`config.mk`:
```
export PLATFORM = sky130hd
export DESIGN_NAME = mem_port_arbiter
export DESIGN_NICKNAME = d
export VERILOG_FILES = /design/src/rtl/mem_port_arbiter.sv
export SDC_FILE = /design/constraint.sdc
export NUM_CORES = 1
export LEC_CHECK = 0
export BUFFER_PORTS_ARGS = -buffer_cell sky130_fd_sc_hd__buf_2
export CAP_MARGIN = 20
export CORE_MARGIN = 1.5
export CORE_UTILIZATION = 49
export CTS_BUF_LIST = sky130_fd_sc_hd__clkbuf_2
export DETAILED_ROUTE_END_ITERATION = 10
export GPL_TIMING_DRIVEN = 0
export PLACE_DENSITY = 0.83
export SLEW_MARGIN = 10
export SYNTH_ARGS = -nofsm -noshare
export SYNTH_HDL_FRONTEND = slang
export SYNTH_SLANG_ARGS = --single-unit
```
`constraint.sdc`:
```
create_clock -name clk_i -period 7.05 [get_ports clk_i]
set_input_delay 1.41 -clock clk_i [delete_from_list [all_inputs] [get_ports clk_i]]
set_output_delay 1.41 -clock clk_i [all_outputs]
set_load 0.01 [all_outputs]
```
`src/rtl/mem_port_arbiter.sv`:
```
// ---------------------------------------------------------------------------
// mem_port_arbiter
//
// Shares a single variable-latency memory port between the instruction
// fetch stage (read-only) and the MEM-stage data access (read/write).
// One requester is granted at a time. The granted access is driven onto
// the memory port with a req/ack handshake. The read data for each
// requester is returned in its own register. A pipeline-wide stall is
// raised while any request is still waiting for its ready pulse.
//
// Arbitration: data wins by default. After MAX_CONSEC data grants made
// while fetch was also waiting, fetch is forced in, so it cannot starve.
//
// A BUSY access that receives no ack within TIMEOUT cycles is aborted.
// The requester still gets its ready pulse, its read data is left
// unchanged, and the sticky err_o flag is set.
//
// Ports
//   clk_i, rst_i         clock, asynchronous active-high reset
//   if_req_i/if_addr_i   fetch request and address (held until ready)
//   if_ready_o           one-cycle fetch completion pulse
//   if_rdata_o           last fetched word
//   dm_req_i/dm_we_i     data request and write enable
//   dm_addr_i/dm_wdata_i data address and write data
//   dm_ready_o           one-cycle data completion pulse
//   dm_rdata_o           last loaded word
//   mem_req_o/mem_we_o   memory request and write enable
//   mem_addr_o           memory address, stable during the access
//   mem_wdata_o          memory write data, stable during the access
//   mem_ack_i            single-cycle memory completion
//   mem_rdata_i          memory read data, valid with mem_ack_i
//   stall_o              pipeline stall (all_stall)
//   err_o                sticky timeout flag
// ---------------------------------------------------------------------------
module mem_port_arbiter #(
  parameter int unsigned ADDR_W     = 32,
  parameter int unsigned DATA_W     = 32,
  parameter int unsigned MAX_CONSEC = 4,    // 1..15
  parameter int unsigned TIMEOUT    = 255   // 1..255
) (
  input  logic              clk_i,
  input  logic              rst_i,
  // instruction fetch requester
  input  logic              if_req_i,
  input  logic [ADDR_W-1:0] if_addr_i,
  output logic              if_ready_o,
  output logic [DATA_W-1:0] if_rdata_o,
  // data requester
  input  logic              dm_req_i,
  input  logic              dm_we_i,
  input  logic [ADDR_W-1:0] dm_addr_i,
  input  logic [DATA_W-1:0] dm_wdata_i,
  output logic              dm_ready_o,
  output logic [DATA_W-1:0] dm_rdata_o,
  // memory port
  output logic              mem_req_o,
  output logic              mem_we_o,
  output logic [ADDR_W-1:0] mem_addr_o,
  output logic [DATA_W-1:0] mem_wdata_o,
  input  logic              mem_ack_i,
  input  logic [DATA_W-1:0] mem_rdata_i,
  // status
  output logic              stall_o,
  output logic              err_o
);

  localparam int unsigned CW = 4;  // holds MAX_CONSEC up to 15
  localparam int unsigned TW = 8;  // holds TIMEOUT up to 255

  localparam logic [CW-1:0] CONSEC_MAX = CW'(MAX_CONSEC);
  // tcnt starts at 0 in the first BUSY cycle, so the last allowed cycle
  // is TIMEOUT-1. This gives exactly TIMEOUT cycles of mem_req_o.
  localparam logic [TW-1:0] TCNT_LAST  = TW'(TIMEOUT - 1);

  typedef enum logic [1:0] {
    S_IDLE = 2'd0,
    S_BUSY = 2'd1,
    S_DONE = 2'd2
  } state_t;

  state_t r_state;
  state_t w_state_nxt;

  // registered grant and access
  logic              r_grant_if;   // 1 = fetch owns the current access
  logic              r_mem_we;
  logic [ADDR_W-1:0] r_mem_addr;
  logic [DATA_W-1:0] r_mem_wdata;

  // returned read data
  logic [DATA_W-1:0] r_if_rdata;
  logic [DATA_W-1:0] r_dm_rdata;

  // fairness and timeout bookkeeping
  logic [CW-1:0]     r_consec;
  logic [TW-1:0]     r_tcnt;
  logic              r_err;

  // combinational decode
  logic w_any_req;
  logic w_grant_if;
  logic w_start;
  logic w_ack;
  logic w_timeout;

  assign w_any_req = if_req_i | dm_req_i;

  // Fetch wins when it is alone, or when data has had its maximum run of
  // grants against a waiting fetch.
  assign w_grant_if = if_req_i & (~dm_req_i | (r_consec == CONSEC_MAX));

  assign w_start   = (r_state == S_IDLE) & w_any_req;

  // The ack only counts in BUSY. Stray acks in IDLE/DONE are ignored.
  assign w_ack     = (r_state == S_BUSY) & mem_ack_i;
  assign w_timeout = (r_state == S_BUSY) & ~mem_ack_i & (r_tcnt == TCNT_LAST);

  // -------------------------------------------------------------------------
  // State register
  // -------------------------------------------------------------------------
  // NOTE: sequential state uses non-blocking (<=) so every flop samples
  // pre-edge values. Blocking here would create order-dependent races.
  always_ff @(posedge clk_i or posedge rst_i) begin
    if (rst_i) begin
      r_state <= S_IDLE;
    end else begin
      r_state <= w_state_nxt;
    end
  end

  // -------------------------------------------------------------------------
  // Next-state logic
  // -------------------------------------------------------------------------
  // NOTE: the default assignment ahead of the case is what keeps this block
  // purely combinational. A path that leaves w_state_nxt unassigned would
  // infer a latch.
  always_comb begin
    w_state_nxt = r_state;
    unique case (r_state)
      S_IDLE: if (w_any_req)           w_state_nxt = S_BUSY;
      S_BUSY: if (w_ack || w_timeout)  w_state_nxt = S_DONE;
      S_DONE:                          w_state_nxt = S_IDLE;
      default:                         w_state_nxt = S_IDLE;
    endcase
  end

  // -------------------------------------------------------------------------
  // Grant and access registers: loaded once in IDLE and held through BUSY,
  // so the memory sees a stable address/data for the whole access.
  // -------------------------------------------------------------------------
  always_ff @(posedge clk_i or posedge rst_i) begin
    if (rst_i) begin
      r_grant_if  <= 1'b0;
      r_mem_we    <= 1'b0;
      r_mem_addr  <= '0;
      r_mem_wdata <= '0;
    end else if (w_start) begin
      r_grant_if <= w_grant_if;
      if (w_grant_if) begin
        r_mem_we    <= 1'b0;
        r_mem_addr  <= if_addr_i;
        r_mem_wdata <= '0;
      end else begin
        r_mem_we    <= dm_we_i;
        r_mem_addr  <= dm_addr_i;
        r_mem_wdata <= dm_wdata_i;
      end
    end
  end

  // -------------------------------------------------------------------------
  // Consecutive-data-grant counter. It only counts data grants that beat a
  // waiting fetch. Any fetch grant, or an uncontended data grant, restarts
  // the count.
  // -------------------------------------------------------------------------
  always_ff @(posedge clk_i or posedge rst_i) begin
    if (rst_i) begin
      r_consec <= '0;
    end else if (w_start) begin
      if (w_grant_if || !if_req_i) begin
        r_consec <= '0;
      end else if (r_consec != CONSEC_MAX) begin
        r_consec <= r_consec + 1'b1;
      end
    end
  end

  // -------------------------------------------------------------------------
  // BUSY cycle counter and sticky error flag
  // -------------------------------------------------------------------------
  always_ff @(posedge clk_i or posedge rst_i) begin
    if (rst_i) begin
      r_tcnt <= '0;
      r_err  <= 1'b0;
    end else begin
      if (w_start) begin
        r_tcnt <= '0;
      end else if (r_state == S_BUSY && !w_ack && !w_timeout) begin
        r_tcnt <= r_tcnt + 1'b1;
      end
      if (w_timeout) begin
        r_err <= 1'b1;
      end
    end
  end

  // -------------------------------------------------------------------------
  // Read data capture. Writes and timeouts leave the registers unchanged.
  // -------------------------------------------------------------------------
  // NOTE: these are plain data registers, not a memory array, so they are
  // reset. The reset value of 0 is visible on if_rdata_o/dm_rdata_o.
  always_ff @(posedge clk_i or posedge rst_i) begin
    if (rst_i) begin
      r_if_rdata <= '0;
      r_dm_rdata <= '0;
    end else if (w_ack) begin
      if (r_grant_if) begin
        r_if_rdata <= mem_rdata_i;
      end else if (!r_mem_we) begin
        r_dm_rdata <= mem_rdata_i;
      end
    end
  end

  // -------------------------------------------------------------------------
  // Outputs
  // -------------------------------------------------------------------------
  // mem_req_o is decoded from the async-reset state, so it drops as soon
  // as rst_i rises.
  assign mem_req_o   = (r_state == S_BUSY);
  assign mem_we_o    = r_mem_we;
  assign mem_addr_o  = r_mem_addr;
  assign mem_wdata_o = r_mem_wdata;

  assign if_ready_o  = (r_state == S_DONE) &  r_grant_if;
  assign dm_ready_o  = (r_state == S_DONE) & ~r_grant_if;

  assign if_rdata_o  = r_if_rdata;
  assign dm_rdata_o  = r_dm_rdata;
  assign err_o       = r_err;

  // A requester stops stalling the pipe in its own ready cycle. The stall
  // holds only if the other side is still waiting. The requests are held
  // inputs, so the stall is forced low during reset.
  assign stall_o = ~rst_i & ((if_req_i & ~if_ready_o) | (dm_req_i & ~dm_ready_o));

endmodule
```
==> results.toml, run 1 <==
[yosys]
synth.largest_area_cell = "sky130_fd_sc_hd__dfrtp_1"
synth_flop_cell = "sky130_fd_sc_hd__dfrtp_1"
most_frequent_cell_after_synthesis = "sky130_fd_sc_hd__dfrtp_1"
yosysWarnings = 0
synth.net_count = 680
yosysSeqAreaShare_pct = 61.2
synth_largest_type_area_fraction_pct = 61.2
ys_top_cells_by_count = "145 x sky130_fd_sc_hd__dfrtp_1, 105 x sky130_fd_sc_hd__nand2_1, 67 x sky130_fd_sc_hd__a21oi_1"
ys_seq_elements = 145
synth.lib_cells_used.distinct = 36
number_of_cells_produced_by_synthesis = 542
mappedNetlistArea_sq_um = 5930
ys_async_sr_fraction_pct = 100
postSynthAreaPerCell_sq_um = 10.9
post_synth_edffs = 0
synth_top_cells_by_area = "sky130_fd_sc_hd__dfrtp_1 61%, sky130_fd_sc_hd__mux2_2 12%, sky130_fd_sc_hd__nand2_1 6.6%"

[cts]
clock_path_buffers = 2
cts.repair.resized = 0
clock_tree_from_tritoncts = "done"
cts_inserted_buffers = 17
cts_sinks = 145
insertion_delay_ns = 0.68
clkTransAtPathRegs_ns = 0.17
cts.htree.levels = 4
ctsRootBufferMaster = "sky130_fd_sc_hd__clkbuf_2"
holdBufCountCts = 0
cts_setup_buffers = 0

[routing]
postRouteWirelength_um = 15300
detailroute.via_count = 5113
detailedRoute.firstIterationViolations = 217
detail_route.first_pass.iterations = 4
drtAntennaViolNets = 0
avgRoutedWirePerCell_um = 15.5
number_of_vias_per_cell = 5.19
post-route-drc-count = 0

[floorplanning]
design.portCount = 268
die_width_um = 113
row_count = 39
core_area_sq_um = 11600
die-height_um = 113
floorplan.initialDensity_pct = 51.0
floorplan.die_area_sq_um = 12800

[layout]
flow.area_growth_from_synthesis_pct = 30.5
finish.cell_count_without_fillers = 986
post_route_cells_drive_above_1_share_pct = 45.1
finish.instance_area_sq_um = 7730
final_core_utilization_pct = 66.6
num-fill-cells = 958
design.final.nets = 967

[power_and_ir_drop]
powerDensity_nw_per_um2 = 421
p_leak_nw = 4.07
max-vdd-ir-drop_v = 0.000207

[sta]
post-route-worst-setup-slack_ns = 3.40
clock-skew-final_ns = 0.0182
min_period_ns = 3.65
slew_headroom_pct = 54.4
min_period_over_period_pct = 51.7
hold_viol = 0
grt_setup_unrepaired = "no"
timing_worst_slew_pin_value_ns = 0.683
fmax_mhz = 274
final-setup-viol-count = 0
timing.setup.tns_ns = 0
slew_violations = 0

[placement]
place.detailed.instances = 953
post_placement_worst_setup_slack_ns = 3.37
post-dp-hpwl_um = 11800
placedInstanceArea_sq_um = 7480
port_buffers = 267
place.gp.congestion = 0.872

[global_route]
grt_remaining_overflow = 0
grt_pass1_vias = 5085
global_route_wire_length_before_repair_um = 24800
grt_start_max_net_pins = 77
grt_util_all_layers_pct = 25.1
number_of_antenna_violations_at_the_first_check_in_global_routing = 1

[outcome]
status = "finished, final reports clean"

[run]
maxCapViolCount = 0

[critical_path]
required_ns = 5.64
crit_path_start_kind = "primary input"
timing_worst_setup_path_type = "primary input to output pin"
crit_arrival_ns = 2.24
path_cells = "buf_2 > inv_8 > and2_1 > buf_2"
crit_path_max_incr_delay_ns = 0.33
worst-path-max-fanout = 71
worst_setup_path_end_kind = "output pin"
cpMaxStageDelayCell = "sky130_fd_sc_hd__inv_8"
critPathMostFrequentCell = "sky130_fd_sc_hd__buf_2"

[hold_path]
min-delay-path-class = "flop to flop"
==> flip-flops by register name, indices dropped and copies added, names as in the netlist <==
register     cells
dm_rdata_o      32
if_rdata_o      32
mem_addr_o      32
mem_wdata_o     32
r_tcnt           8
r_consec         4
r_state          2
err_o            1
mem_we_o         1
r_grant_if       1
==> worst paths after layout <==
path	cells after the start	endpoint	slack (ns)	start
max in group asynchronous	3	mem_wdata_o[6]$_DFFE_PP0P_	5.60	rst_i
setup reg to reg	5	mem_addr_o[2]$_DFFE_PP0P_	5.05	r_state[0]$_DFFE_PP0P_
setup / recovery	4	stall_o	3.40	rst_i
hold reg to reg	2	mem_wdata_o[3]$_DFFE_PP0P_	0.49	mem_wdata_o[3]$_DFFE_PP0P_
min in group asynchronous	2	dm_rdata_o[21]$_DFFE_PP0P_	0.71	rst_i
hold / removal	2	mem_wdata_o[3]$_DFFE_PP0P_	0.49	mem_wdata_o[3]$_DFFE_PP0P_
==> area by class of cell <==
cell class                      count  area, sq um  area share [%]
Clock inverter                     14          163            2.10
Sequential cell                   145         3630            46.9
Antenna cell                        1         2.50          0.0324
Multi-Input combinational cell    358         2140            27.7
Timing Repair Buffer              268         1360            17.6
Tap cell                          143          179            2.31
Buffer                             32          134            1.73
Clock buffer                       18         90.1            1.17
Inverter                            7         33.8           0.437
==> layer usage <==
layer  GRT usage, %  vias to the layer above  wire (um)
met5              0                        -          0
met3           6.80                       29       1130
met2           43.5                      224       7710
met1           29.7                     2423       6120
met4           10.6                        0        367
li1               -                     2437          -
==> logic make-up after synthesis <==
kind of cell,count (synthesis),synth area share [%]
and+or+nand+nor,201,14.7
DFF,145,61.2
AOI/OAI and AO/OA,89,8.36
muxes,64,12.2
buffers and inverters,39,2.70
adders and majority gates,4,0.844
==> power breakdown <==
part	leakage, nW	switching (W)	internal [W]
registers	1.76	0.000199	0.00120
clock network	0.146	0.000297	0.000197
logic	2.16	0.000754	0.000605
==> critical path, delay by kind of cell <==
family | cells | cell delay (ns)
buf+inv | 3 | 0.59
simple gates | 1 | 0.19
==> through the flow <==
step                      total power [W]  hold slack (ns)
after global placement            0.00274            0.445
after floorplan                   0.00219            0.467
after detailed placement          0.00280            0.451
after CTS                         0.00329            0.493
after global routing              0.00350            0.525
final                             0.00326            0.491
==> cell usage in the layout, fill, tap and decap left out, types with 2 or more instances in the layout <==
cell and n:
sky130_fd_sc_hd__clkbuf_2 18, sky130_fd_sc_hd__and3_1 2, sky130_fd_sc_hd__o21ai_0 4, sky130_fd_sc_hd__nand3b_1 2, sky130_fd_sc_hd__o211ai_1 3, sky130_fd_sc_hd__nand2_1 105, sky130_fd_sc_hd__or4_1 2, sky130_fd_sc_hd__clkbuf_1 18
sky130_fd_sc_hd__o31ai_1 4, sky130_fd_sc_hd__buf_1 3, sky130_fd_sc_hd__dfrtp_1 145, sky130_fd_sc_hd__o22ai_1 2, sky130_fd_sc_hd__mux2_2 64, sky130_fd_sc_hd__clkinv_2 5, sky130_fd_sc_hd__ha_1 4, sky130_fd_sc_hd__inv_1 6
sky130_fd_sc_hd__a21oi_1 67, sky130_fd_sc_hd__buf_2 278, sky130_fd_sc_hd__nor3b_1 2, sky130_fd_sc_hd__bufinv_16 3, sky130_fd_sc_hd__nor2_1 35, sky130_fd_sc_hd__nand3_1 45, sky130_fd_sc_hd__inv_6 2, sky130_fd_sc_hd__clkinvlp_4 4
(Power assumes the default switching activity.)
==> run 2: changes to the inputs <==
==> constraint.sdc (replaced) <==
create_clock -name clk_i -period 3.6 [get_ports clk_i]
set_input_delay 0.72 -clock clk_i [delete_from_list [all_inputs] [get_ports clk_i]]
set_output_delay 0.72 -clock clk_i [all_outputs]
set_load 0.01 [all_outputs]
==> results.toml, run 2 (synthesized netlist as in run 1, its figures left out) <==
[placement]
placedInstanceArea_sq_um = 7550
port_buffers = 267
place.detailed.instances = 957
place.gp.congestion = 0.784
post_placement_worst_setup_slack_ns = 0.943
post-dp-hpwl_um = 12300

[floorplanning]
floorplan.initialDensity_pct = 51.0
die-height_um = 113
design.portCount = 268
die_width_um = 113
core_area_sq_um = 11600
row_count = 39
floorplan.die_area_sq_um = 12800

[layout]
flow.area_growth_from_synthesis_pct = 32.5
finish.cell_count_without_fillers = 989
most_common_cell_after_layout_fill_and_taps_aside = "sky130_fd_sc_hd__buf_2"
post_route_cells_drive_above_1_share_pct = 44.9
n_antenna_cell = 0
finish.instance_area_sq_um = 7850
num-fill-cells = 962
most-common-layout-cells = "278 x sky130_fd_sc_hd__buf_2, 145 x sky130_fd_sc_hd__dfrtp_1, 105 x sky130_fd_sc_hd__nand2_1, 67 x sky130_fd_sc_hd__a21oi_1, 64 x sky130_fd_sc_hd__mux2_2"
design.final.nets = 972

[cts]
ctsRootBufferMaster = "sky130_fd_sc_hd__clkbuf_2"
cts.htree.levels = 4
clock_path_buffers = 2
cts_inserted_buffers = 17
cts_sinks = 145
cts_setup_buffers = 0
clkTransAtPathRegs_ns = 0.20
insertion_delay_ns = 0.69
clock_tree_from_tritoncts = "done"

[run]
maxCapViolCount = 0

[sta]
post-route-worst-setup-slack_ns = 0.412
timing.setup.tns_ns = 0
hold_viol = 0
grt_setup_unrepaired = "no"
fmax_mhz = 314
slew_violations = 0
timing_worst_slew_pin_value_ns = 0.634
min_period_over_period_pct = 88.6
min_period_ns = 3.19
slew_headroom_pct = 57.6
final-setup-viol-count = 0
clock-skew-final_ns = 0.0197

[global_route]
grt_start_max_net_pins = 30
grt_pass1_vias = 5223
global_route_wire_length_before_repair_um = 25500
number_of_antenna_violations_at_the_first_check_in_global_routing = 0
grt_util_all_layers_pct = 25.7
grt_remaining_overflow = 0

[routing]
postRouteWirelength_um = 15800
detail_route.first_pass.iterations = 4
post-route-drc-count = 0
detailroute.via_count = 5165
detailedRoute.firstIterationViolations = 242
avgRoutedWirePerCell_um = 16.0
number_of_vias_per_cell = 5.22
drtAntennaViolNets = 0

[critical_path]
required_ns = 2.88
timing_worst_setup_path_type = "primary input to output pin"
crit_arrival_ns = 2.47
worst-path-max-fanout = 29
worst_setup_path_end_kind = "output pin"
crit_path_start_kind = "primary input"

[power_and_ir_drop]
max-vdd-ir-drop_v = 0.000436
p_leak_nw = 4.13
powerDensity_nw_per_um2 = 830

[hold_path]
min-delay-path-class = "primary input to flop"

[outcome]
status = "finished, final reports clean"
run 2: changes by cell type in the layout (fill, tap and decap cells not counted), sizes merged, moves of 2 or more:
cell	before	now
buf	282	286
clkinvlp	4	1
inv	9	6
bufinv	3	5
clkbuf	36	38
run 2: where the power goes:
group	total, W	internal (W)	switching, W
Clock	0.00107	0.000528	0.000545
Sequential	0.00277	0.00236	0.000408
Combinational	0.00268	0.00120	0.00148
Total	0.00652	0.00408	0.00244
run 2: timing repair:
action / in CTS / in global routing
hold endpoints to repair: 15 / 0
resized for setup: 0 / 0
setup endpoints to repair: 0 / 0
hold buffers: 1 / 0
run 2: area by class of cell:
cell class	count	area (sq um)	share of cell area, %
multi-input cells	358	2140	27.2
clock inverters	11	188	2.39
plain buffers	32	134	1.71
well taps	143	179	2.28
flip-flops and latches	145	3630	46.2
repair buffers	273	1450	18.5
clock buffers	20	100	1.27
inverters	7	30.0	0.382
run 2: worst paths after layout:
kind                       depth (start not counted)                  startpoint                         end  slack [ns]
max                                                7                       rst_i                     stall_o        0.41
max reg2reg                                        8     r_consec[0]$_DFFE_PP0P_  mem_wdata_o[6]$_DFFE_PP0P_        1.58
min                                                3               dm_addr_i[12]  mem_addr_o[12]$_DFFE_PP0P_        0.22
min reg2reg                                        2  mem_wdata_o[3]$_DFFE_PP0P_  mem_wdata_o[3]$_DFFE_PP0P_        0.49
max in group asynchronous                          6                       rst_i  mem_addr_o[27]$_DFFE_PP0P_        2.16
min in group asynchronous                          3                       rst_i  if_rdata_o[19]$_DFFE_PP0P_        0.55
run 2: per-layer routing:
metal	up-vias	track usage, %	wire length, um
met5	-	0	0
met1	2445	29.9	6180
met3	28	7.18	1180
met2	249	45.8	8120
met4	0	9.17	340
li1	2443	-	-
run 2: critical path, cell delays in order:
cell                            delay [ns]
sky130_fd_sc_hd__dlygate4sd3_1        0.53
sky130_fd_sc_hd__buf_2                0.12
sky130_fd_sc_hd__clkinvlp_4           0.31
sky130_fd_sc_hd__buf_12               0.30
sky130_fd_sc_hd__buf_12               0.19
sky130_fd_sc_hd__and2_1               0.14
sky130_fd_sc_hd__buf_2                0.13
run 2: through the flow:
step                      power, W  utilization [%]  hold WS, ns
after floorplan            0.00429                -        0.467
after detailed placement   0.00551             65.0        0.450
after CTS                  0.00658             67.6        0.149
after global routing       0.00698             67.6        0.131
final                      0.00652             67.6        0.223
after global placement     0.00537             64.1        0.445
